<file path="config.mk">
export PLATFORM = sky130hd
export DESIGN_NAME = mips_multicycle_controller
export DESIGN_NICKNAME = d
export VERILOG_FILES = /design/src/rtl/mips_multicycle_controller.sv
export SDC_FILE = /design/constraint.sdc
export NUM_CORES = 1
export LEC_CHECK = 0
export BUFFER_PORTS_ARGS = -buffer_cell sky130_fd_sc_hd__buf_2
export CORE_MARGIN = 3
export CORE_UTILIZATION = 40
export CTS_BUF_LIST = sky130_fd_sc_hd__clkbuf_16
export DETAILED_ROUTE_END_ITERATION = 10
export GPL_ROUTABILITY_DRIVEN = 0
export PLACE_DENSITY = 0.75
export SYNTH_ARGS = -nofsm -noshare
export SYNTH_HDL_FRONTEND = slang
export SYNTH_SLANG_ARGS = --single-unit
export TNS_END_PERCENT = 1
</file>
<file path="constraint.sdc">
create_clock -name clk -period 1.55 [get_ports clk]
set_input_delay 0.31 -clock clk [delete_from_list [all_inputs] [get_ports clk]]
set_output_delay 0.31 -clock clk [all_outputs]
set_load 0.005 [all_outputs]
</file>
<file path="src/rtl/mips_multicycle_controller.sv">
// Moore control FSM for the 8-bit multicycle MIPS datapath.
// Optional illegal-instruction trap enabled by defining MIPS_CTRL_ILLEGAL_TRAP_EN.
module mips_multicycle_controller #(
  parameter logic [5:0] OP_RTYPE = 6'b000000,
  parameter logic [5:0] OP_LB    = 6'b100000,
  parameter logic [5:0] OP_SB    = 6'b101000,
  parameter logic [5:0] OP_BEQ   = 6'b000100,
  parameter logic [5:0] OP_J     = 6'b000010,
  parameter logic [5:0] OP_ADDI  = 6'b001000
) (
  input  logic       clk,
  input  logic       reset,
  input  logic [5:0] op,
  input  logic [5:0] funct,
  input  logic       zero,
  output logic       pcen,
  output logic       iord,
  output logic       memwrite,
  output logic [3:0] irwrite,
  output logic       regdst,
  output logic       memtoreg,
  output logic       regwrite,
  output logic       alusrca,
  output logic [1:0] alusrcb,
  output logic [2:0] alucont,
  output logic [1:0] pcsource,
  output logic       illegal
);

  typedef enum logic [3:0] {
    S_FETCH1  = 4'd0,
    S_FETCH2  = 4'd1,
    S_FETCH3  = 4'd2,
    S_FETCH4  = 4'd3,
    S_DECODE  = 4'd4,
    S_MEMADR  = 4'd5,
    S_LBRD    = 4'd6,
    S_LBWR    = 4'd7,
    S_SBWR    = 4'd8,
    S_RTYPEEX = 4'd9,
    S_RTYPEWR = 4'd10,
    S_BEQEX   = 4'd11,
    S_JEX     = 4'd12,
    S_ADDIEX  = 4'd13,
    S_ADDIWR  = 4'd14,
    S_HALT    = 4'd15
  } state_t;

`ifdef MIPS_CTRL_ILLEGAL_TRAP_EN
  localparam state_t S_ILLEGAL_NEXT = S_HALT;
`else
  localparam state_t S_ILLEGAL_NEXT = S_FETCH1;
`endif

  state_t state_q;
  state_t state_d;
  logic   pcwrite_s;
  logic   branch_s;
  logic [3:0] funct_dec_s;

  // Returns {valid, alucont}; unknown functions fall back to add.
  function automatic logic [3:0] decode_funct(input logic [5:0] f);
    logic [3:0] r;
    case (f)
      6'd32:   r = 4'b1_010;
      6'd34:   r = 4'b1_110;
      6'd36:   r = 4'b1_000;
      6'd37:   r = 4'b1_001;
      6'd42:   r = 4'b1_111;
      default: r = 4'b0_010;
    endcase
    return r;
  endfunction

  assign funct_dec_s = decode_funct(funct);

  // State register.
  always_ff @(posedge clk or posedge reset) begin
    if (reset) begin
      state_q <= S_FETCH1;
    end else begin
      state_q <= state_d;
    end
  end

  // Next-state logic.
  always_comb begin
    state_d = S_FETCH1;
    case (state_q)
      S_FETCH1:  state_d = S_FETCH2;
      S_FETCH2:  state_d = S_FETCH3;
      S_FETCH3:  state_d = S_FETCH4;
      S_FETCH4:  state_d = S_DECODE;
      S_DECODE: begin
        case (op)
          OP_LB, OP_SB: state_d = S_MEMADR;
          OP_RTYPE:     state_d = S_RTYPEEX;
          OP_BEQ:       state_d = S_BEQEX;
          OP_J:         state_d = S_JEX;
          OP_ADDI:      state_d = S_ADDIEX;
          default:      state_d = S_ILLEGAL_NEXT;
        endcase
      end
      S_MEMADR: begin
        if (op == OP_LB) begin
          state_d = S_LBRD;
        end else begin
          state_d = S_SBWR;
        end
      end
      S_LBRD:    state_d = S_LBWR;
      S_LBWR:    state_d = S_FETCH1;
      S_SBWR:    state_d = S_FETCH1;
      S_RTYPEEX: begin
        if (funct_dec_s[3]) begin
          state_d = S_RTYPEWR;
        end else begin
          state_d = S_ILLEGAL_NEXT;
        end
      end
      S_RTYPEWR: state_d = S_FETCH1;
      S_BEQEX:   state_d = S_FETCH1;
      S_JEX:     state_d = S_FETCH1;
      S_ADDIEX:  state_d = S_ADDIWR;
      S_ADDIWR:  state_d = S_FETCH1;
`ifdef MIPS_CTRL_ILLEGAL_TRAP_EN
      S_HALT:    state_d = S_HALT;
`else
      S_HALT:    state_d = S_FETCH1;
`endif
      default:   state_d = S_FETCH1;
    endcase
  end

  // Moore output decode; only pcen looks at the live zero flag.
  always_comb begin
    pcwrite_s = 1'b0;
    branch_s  = 1'b0;
    iord      = 1'b0;
    memwrite  = 1'b0;
    irwrite   = 4'b0000;
    regdst    = 1'b0;
    memtoreg  = 1'b0;
    regwrite  = 1'b0;
    alusrca   = 1'b0;
    alusrcb   = 2'b00;
    alucont   = 3'b010;
    pcsource  = 2'b00;
    illegal   = 1'b0;
    case (state_q)
      S_FETCH1: begin
        irwrite   = 4'b0001;
        alusrcb   = 2'b01;
        pcwrite_s = 1'b1;
      end
      S_FETCH2: begin
        irwrite   = 4'b0010;
        alusrcb   = 2'b01;
        pcwrite_s = 1'b1;
      end
      S_FETCH3: begin
        irwrite   = 4'b0100;
        alusrcb   = 2'b01;
        pcwrite_s = 1'b1;
      end
      S_FETCH4: begin
        irwrite   = 4'b1000;
        alusrcb   = 2'b01;
        pcwrite_s = 1'b1;
      end
      S_DECODE: alusrcb = 2'b11;
      S_MEMADR: begin
        alusrca = 1'b1;
        alusrcb = 2'b10;
      end
      S_LBRD:   iord = 1'b1;
      S_LBWR: begin
        regwrite = 1'b1;
        memtoreg = 1'b1;
      end
      S_SBWR: begin
        iord     = 1'b1;
        memwrite = 1'b1;
      end
      S_RTYPEEX: begin
        alusrca = 1'b1;
        alusrcb = 2'b00;
        alucont = funct_dec_s[2:0];
      end
      S_RTYPEWR: begin
        regdst   = 1'b1;
        regwrite = 1'b1;
      end
      S_BEQEX: begin
        alusrca  = 1'b1;
        alusrcb  = 2'b00;
        alucont  = 3'b110;
        pcsource = 2'b01;
        branch_s = 1'b1;
      end
      S_JEX: begin
        pcwrite_s = 1'b1;
        pcsource  = 2'b10;
      end
      S_ADDIEX: begin
        alusrca = 1'b1;
        alusrcb = 2'b10;
      end
      S_ADDIWR: regwrite = 1'b1;
`ifdef MIPS_CTRL_ILLEGAL_TRAP_EN
      S_HALT:   illegal = 1'b1;
`else
      S_HALT:   illegal = 1'b0;
`endif
      default:  illegal = 1'b0;
    endcase
    pcen = pcwrite_s | (branch_s & zero);
  end

endmodule
</file>
-- Word-level counts from Yosys, hierarchy flattened
Index checks and enable logic that the tools add are counted.
- bits in registers: 4
- bits of input ports: 15
- logic and storage cells: 55
- equal/unequal tests: 25
- multiplexer cells: 17
- bitwise gates (word level): 2
- reduce and logical (&&, ||, !) cells: 10
- operator list (kind ; number):
    equality test 6 bit, second input constant ; 7
    case mux 4 bit (10 select lines) ; 1
    case mux 4 bit (5 select lines) ; 2
    equality test 4 bit, second input constant ; 8
    equality test 4 x 3 -> 1 bit, second input constant ; 4
    case mux 4 bit (4 select lines) ; 1
    equality test 4 x 2 -> 1 bit, second input constant ; 2
    two-way mux 1 bit ; 8
    two-way mux 4 bit ; 2
    OR reduction 4 bit ; 2
    OR reduction 7 bit ; 1
    equality test 6 x 2 -> 1 bit, second input constant ; 1
    equality test 6 x 3 -> 1 bit, second input constant ; 1
    equality test 6 x 4 -> 1 bit, second input constant ; 1
    logical NOT 6 bit ; 1
    case mux 2 bit (3 select lines) ; 1
    case mux 3 bit (2 select lines) ; 1
    OR reduction 2 bit ; 3
    OR reduction 5 bit ; 1
    equality test 4 x 1 -> 1 bit, second input constant ; 1
    logical NOT 4 bit ; 1
    case mux 2 bit (2 select lines) ; 1
    OR reduction 3 bit ; 1
    AND 1 bit ; 1
    OR 1 bit ; 1

-- Logic depth before layout (Yosys ltp)
Gate-level depths: netlist of the first run.
- depth in word-level cells: 4
- mapped depth: 5
- gate-level depth less buffers: 4

-- Least setup slack after synthesis of the first run
Ideal clock, no wire load.
- path kind: register -> output
- start point: reg state_q[2]
- end point: out alucont[0]
- data arrival time: 1051 ps
- required time: 1240 ps
- slack: 189 ps
- stages on the path, launching flop included: 4
- path buffers: 0
- cell sequence: dfrtp_1 -> nand2b_4 -> nor4b_4 -> nor2b_1
- longest elaborated chain between the ends: 2
- ends and longest elaborated chain (element ; line ; RTL):
    from (decl) ; 55 ; state_t state_q;
    from (signal assigned) ; 82 ; state_q <= state_d;
    equality test 4 bit ; 150 ; case (state_q)
    case mux 3 bit (2 select lines) * ; 150 ;
    to (decl) ; 25 ; output logic [2:0] alucont,
Every way passes the cells marked *; elsewhere a longest branch is shown, timed or not.

-- Final worst setup path of the first run
Same ends and word-level chain as after synthesis.

==> results of run 1 <==
## cell usage in the layout, fill, tap and decap left out, types with 2 or more instances in the layout
cell type | Yosys | routed
buf_2 | 3 | 32
nor2_1 | 11 | 11
buf_4 | 2 | 7
nor2b_1 | 8 | 6
nand3_1 | 5 | 5
a21oi_1 | 5 | 5
nand2b_4 | 1 | 4
nor3_1 | 5 | 4
nand2_1 | 3 | 3
clkbuf_16 | 0 | 3
buf_6 | 0 | 3
inv_1 | 3 | 2
nor3b_1 | 3 | 2
a22oi_1 | 2 | 2
nor2b_2 | 0 | 2
o311ai_1 | 2 | 2
xor2_1 | 2 | 2
dfrtp_2 | 0 | 2
dfrtp_1 | 4 | 2
## final timing paths
path                            startpoint         end  slack [ns]  depth (start not counted)
worst max-delay path            state_q[2]  alucont[0]       -0.13                          4
worst min-delay path                 op[5]  state_q[3]        0.35                          2
worst max register to register  state_q[2]  state_q[2]        0.25                          4
worst min register to register  state_q[3]  state_q[0]        0.67                          2
max in group asynchronous            reset  state_q[3]        0.89                          3
min in group asynchronous            reset  state_q[2]        0.50                          3
## power by group through the flow
stage / clock network [W] / logic (W) / registers (W)
finish: 0.000410 / 0.000949 / 0.000215
global route: 0.000421 / 0.00104 / 0.000218
CTS: 0.000412 / 0.000873 / 0.000208
detailed placement: 0 / 0.000791 / 0.000201
global placement: 0 / 0.000781 / 0.000195
floorplan: 0 / 0.000499 / 0.000186
## cells by family after synthesis
| group | synth area share, % |
|---|---|
| buf+inv | 7.41 |
| xor+xnor | 3.15 |
| mux | 1.80 |
| other cells | 0.674 |
| compound gates | 18.2 |
| simple gates | 50.8 |
| flops | 18.0 |
## worst max-delay path: cells and delay by family, from the launching register on
family	cells	cell delay [ns]
buf+inv	1	0.11
flops	1	0.39
simple gates	3	0.65
## layout make-up
class	instances	area, um^2
repair buffers	43	256
well taps	14	17.5
fillers	92	282
multi-input cells	65	457
inverters	3	11.3
flip-flops and latches	4	103
clock buffers	3	75.1
## layer usage
layer	vias to the layer above	share of wire [%]	track usage, %	wire length [um]
met5	-	0	0	0
met2	27	51	31.9	875
li1	352	-	-	-
met4	0	1.3	11.4	22
met3	2	7.0	2.97	120
met1	320	40	21.4	692
## metrics by stage
step,total power [W],cells
after CTS,0.00149,130
after floorplan,0.000685,77
after detailed placement,0.000992,125
final,0.00157,132
after global placement,0.000976,125
after global routing,0.00167,132
## repair_timing
action,CTS,global route
hold endpoints to repair,4,0
hold buffers,1,0
setup endpoints to repair,7,13
pin swaps,3,1
resized for setup,8,7
setup buffers,1,2
==> run_results.csv, run 1 <==
group,metric,value,unit
yosys,synth.top_cell.area_share,18.0,%
floorplanning,start_util,46.4,%
power,p_seq_share,13.7,%
job,maxCapViolCount,0,
worst_setup_path,start_kind,"flip-flop",
power,sw_frac_of_total,37.5,%
finish,finalNetCount,135,
grt,grt_pass1_vias,606,
floorplanning,placementRows,12,
grt,grt_max_degree,16,
worst_setup_path,max_stage_delay,0.39,ns
outcome,outcome,"finished with violations",
yosys,synth_edf_count,0,
clocking,htree_levels,1,
finish,top_regs,"state_q (4)",
yosys,synthTopCellsByArea,"dfrtp_1 18%, nor2b_1 9.0%, nor2_1 7.4%, a21oi_1 4.5%, nand2b_1 4.5%",
yosys,synth_area,557,um^2
sta,period_needed,1.68,ns
sta,slew_violations,0,
placement,portBuffers,32,
sta,tns,-0.418,ns
yosys,yosysMostFrequentCell,"nor2_1",
finish,largest-register,"state_q",
clocking,cts-buffers-inserted,3,
yosys,ys.flop_type,"dfrtp_1",
clocking,tritoncts,"built",
worst_setup_path,worstPathRequired,1.24,ns
yosys,yosys-top-cells-count,"11 x nor2_1, 8 x nor2b_1, 5 x a21oi_1, 5 x nand3_1, 5 x nor3_1",
grt,overflow,0,
grt,grt_usage,18.7,%
grt,grt_pass1_wl,2650,um
power,net-switching-power,0.000590,W
finish,largest_reg_flops,4,
route,vias,701,
route,antenna_left,0,
power,irDropWorstVdd,0.00104,V
route,drt-vias-per-instance,5.31,
clocking,clockRootBuffer,"clkbuf_16",
sta,final.setup.worst_slack,-0.134,ns
floorplanning,die_area,0.00188,mm^2
power,p_leak,0.463,nW
finish,diodes,0,
yosys,synthArstFlopShare,100,%
route,wl_per_cell,13.0,um
worst_setup_path,worst_path_max_delay_cell,"dfrtp_1",
worst_setup_path,path_cells,"nand2b_4 > nor4b_4 > nor2b_1 > buf_2",
grt,grt_antenna_before_repair,0,
finish,final_layout_size_suffix_gt1_share,52.5,%
route,dr.first_iter.drc_count,10,
placement,place_ws,0.0415,ns
yosys,yosysTopAreaCell,"dfrtp_1",
placement,dpl.hpwl,1310,um
yosys,ys_types,30,
power,pwr-share-comb,60.3,%
yosys,ys.warnings.count,0,
sta,hold_violations,0,
route,post-route-drc-count,0,
worst_hold_path,min_path_type,"in -> reg",
power,pwr-share-clk,26.0,%
route,dr.pass1.iters,4,
placement,placed_cell_area,757,um^2
floorplanning,design.core.area,0.00120,mm^2
floorplanning,die_w,43.3,um
sta,rsz0062_at_grt,"true",
clocking,clockBufferDepth,2,
worst_setup_path,crit_type,"reg -> out",
clocking,worstSkewPairLatency,0.23,ns
worst_setup_path,path_max_fanout,4,
worst_setup_path,cp.arrival,1.37,ns
yosys,seq_area_frac_synth,18.0,%
finish,postLayoutCellArea,920,um^2
sta,hold_ws,0.355,ns
outcome,violations,"setup timing",
power,powerDensity,1710,mW/mm^2
sta,min_period_over_period,109,%
finish,final_core_utilization,76.6,%
sta,clock-skew-final,0.00180,ns
yosys,synth_nets,92,
route,wl,1710,um
yosys,netlist_instances,77,
yosys,synth-seq-cells,4,
worst_setup_path,end_kind,"output pin",
yosys,synth.avg_cell_area,7.23,um^2
floorplanning,die_h,43.3,um
clocking,cts.sink_count,4,
finish,area_growth,65.2,%
power,intPower,0.000985,W
sta,finalSetupViolCount,7,
sta,fmax,0.594,GHz
floorplanning,pin_count,34,
clocking,clk_pin_slew,0.03,ns
Power figures use the tool's default switching activity.
==> run 2: changes to the inputs <==
Settings changed: PLACE_DENSITY 0.75 to 0.85, RECOVER_POWER set to 25.
==> run 2 against run 1 <==
- critical endpoint unchanged
- global-route usage increased by 0.88 points
- the flow still finishes with violations (setup timing)
- non-clock buffer count stayed put
- clock-buffer cell count unchanged
==> run_results.csv, run 2 (same netlist as run 1, synthesis figures left out) <==
group,metric,value,unit
outcome,outcome,"finished with violations",
outcome,violations,"setup timing",
grt,overflow,0,
power,powerDensity,1710,mW/mm^2
clocking,clockRootBuffer,"clkbuf_16",
worst_setup_path,start_kind,"flip-flop",
sta,slew_violations,0,
floorplanning,placementRows,12,
finish,final_layout_size_suffix_gt1_share,50.8,%
route,dr.first_iter.drc_count,12,
route,wl_per_cell,14.1,um
grt,grt_max_degree,11,
route,wl,1870,um
worst_setup_path,worst_path_max_delay_cell,"dfrtp_1",
sta,rsz0062_at_grt,"true",
floorplanning,start_util,46.4,%
finish,fill_cells,84,
clocking,tritoncts,"built",
sta,fmax,0.575,GHz
worst_hold_path,hp-start,"op[5]",
grt,grt_antenna_before_repair,0,
route,dr.pass1.iters,4,
finish,area_growth,64.0,%
worst_setup_path,path_cells,"nand2b_4 > nor4b_4 > nor2b_1 > buf_2",
worst_setup_path,end_kind,"output pin",
worst_setup_path,cp.arrival,1.43,ns
clocking,cts-buffers-inserted,3,
floorplanning,design.core.area,0.00120,mm^2
sta,hold_ws,0.360,ns
sta,clock-skew-final,0.00144,ns
sta,period_needed,1.74,ns
worst_setup_path,r2r-start,"state_q[0]",
route,post-route-drc-count,0,
finish,postLayoutCellArea,913,um^2
finish,largest-register,"state_q",
worst_setup_path,worstPathRequired,1.24,ns
route,antenna_left,0,
worst_setup_path,max_stage_delay,0.40,ns
grt,grt_pass1_vias,644,
placement,placed_cell_area,772,um^2
floorplanning,pin_count,34,
worst_hold_path,min_path_type,"in -> reg",
floorplanning,die_w,43.3,um
clocking,worstSkewPairLatency,0.23,ns
sta,hold_violations,0,
clocking,cts.sink_count,4,
sta,min_period_over_period,112,%
sta,finalSetupViolCount,8,
power,irDropWorstVdd,0.00124,V
sta,final.setup.worst_slack,-0.190,ns
finish,largest_reg_flops,4,
placement,portBuffers,32,
grt,grt_pass1_wl,2800,um
clocking,clk_pin_slew,0.03,ns
worst_setup_path,crit_start,"state_q[1]",
floorplanning,die_area,0.00188,mm^2
worst_setup_path,r2r_slack,0.23,ns
route,vias,747,
worst_setup_path,crit_type,"reg -> out",
clocking,htree_levels,1,
floorplanning,die_h,43.3,um
placement,dpl.hpwl,1310,um
finish,layout_common_cells,"32 x buf_2, 11 x nor2_1, 8 x buf_4",
finish,diodes,0,
job,maxCapViolCount,0,
finish,top_regs,"state_q (4)",
worst_setup_path,path_delay_family,"simple AND/OR/NAND/NOR gates",
finish,final_common_cell,"buf_2",
clocking,clockBufferDepth,2,
worst_setup_path,path_max_fanout,4,
finish,finalNetCount,135,
power,p_leak,0.460,nW
worst_setup_path,critPathBufInv,1,
route,drt-vias-per-instance,5.66,
grt,grt_usage,19.6,%
-- run 2: where the power goes --
| part | internal [W] | total (W) | switching (W) |
|---|---|---|---|
| Clock | 0.000330 | 0.000411 | 0.0000806 |
| Sequential | 0.000154 | 0.000234 | 0.0000808 |
| Combinational | 0.000485 | 0.000917 | 0.000432 |
| Total | 0.000969 | 0.00156 | 0.000593 |
-- run 2: worst register-to-register path: stages (launching register included) --
cell	delay, ns
dfrtp_2	0.46
nor2_1	0.16
buf_4	0.14
nand3_1	0.08
o311ai_1	0.35
-- run 2: final timing paths --
| kind | endpoint | cells past startpoint |
|---|---|---|
| max | alucont[0] | 4 |
| min in group asynchronous | state_q[3] | 3 |
| min | state_q[3] | 2 |
| min reg2reg | state_q[0] | 2 |
| max reg2reg | state_q[2] | 4 |
| max in group asynchronous | state_q[0] | 3 |
-- run 2: timing repair --
| item | 4_1_cts | 5_1_grt |
|---|---|---|
| gates cloned | 0 | 0 |
| resized for setup | 4 | 9 |
| buffers inserted | 0 | 1 |
| hold buffers | 1 | 0 |
| pin swaps | 0 | 2 |
| endpoints found under the hold margin | 4 | 0 |
| setup endpoints to repair | 10 | 13 |
-- run 2: per-stage QoR --
stage | setup TNS (ns) | utilization (%) | instances | setup WS (ns) | power (W)
after floorplan | 0 | - | 77 | 0.189 | 0.000685
after global placement | 0 | 64.3 | 127 | 0.100 | 0.000983
after detailed placement | 0 | 64.3 | 127 | 0.0853 | 0.00101
after CTS | -0.534 | 71.8 | 131 | -0.143 | 0.00144
after global routing | -1.26 | 76.0 | 132 | -0.238 | 0.00166
final | -0.676 | 76.0 | 132 | -0.190 | 0.00156
-- run 2: area by class of cell --
class	instances	area (um^2)	share of cell area, %
Timing Repair Buffer	43	253	27.7
Multi-Input combinational cell	65	454	49.7
Clock buffer	3	75.1	8.22
Sequential cell	4	103	11.2
Inverter	3	11.3	1.23
Tap cell	14	17.5	1.92
-- run 2: metal layers --
layer	global-route usage [%]	vias to the layer above	wire, um
met4	9.04	0	29
met3	4.24	5	131
li1	-	358	-
met1	21.0	352	702
met5	0	-	0
met2	35.7	32	1000
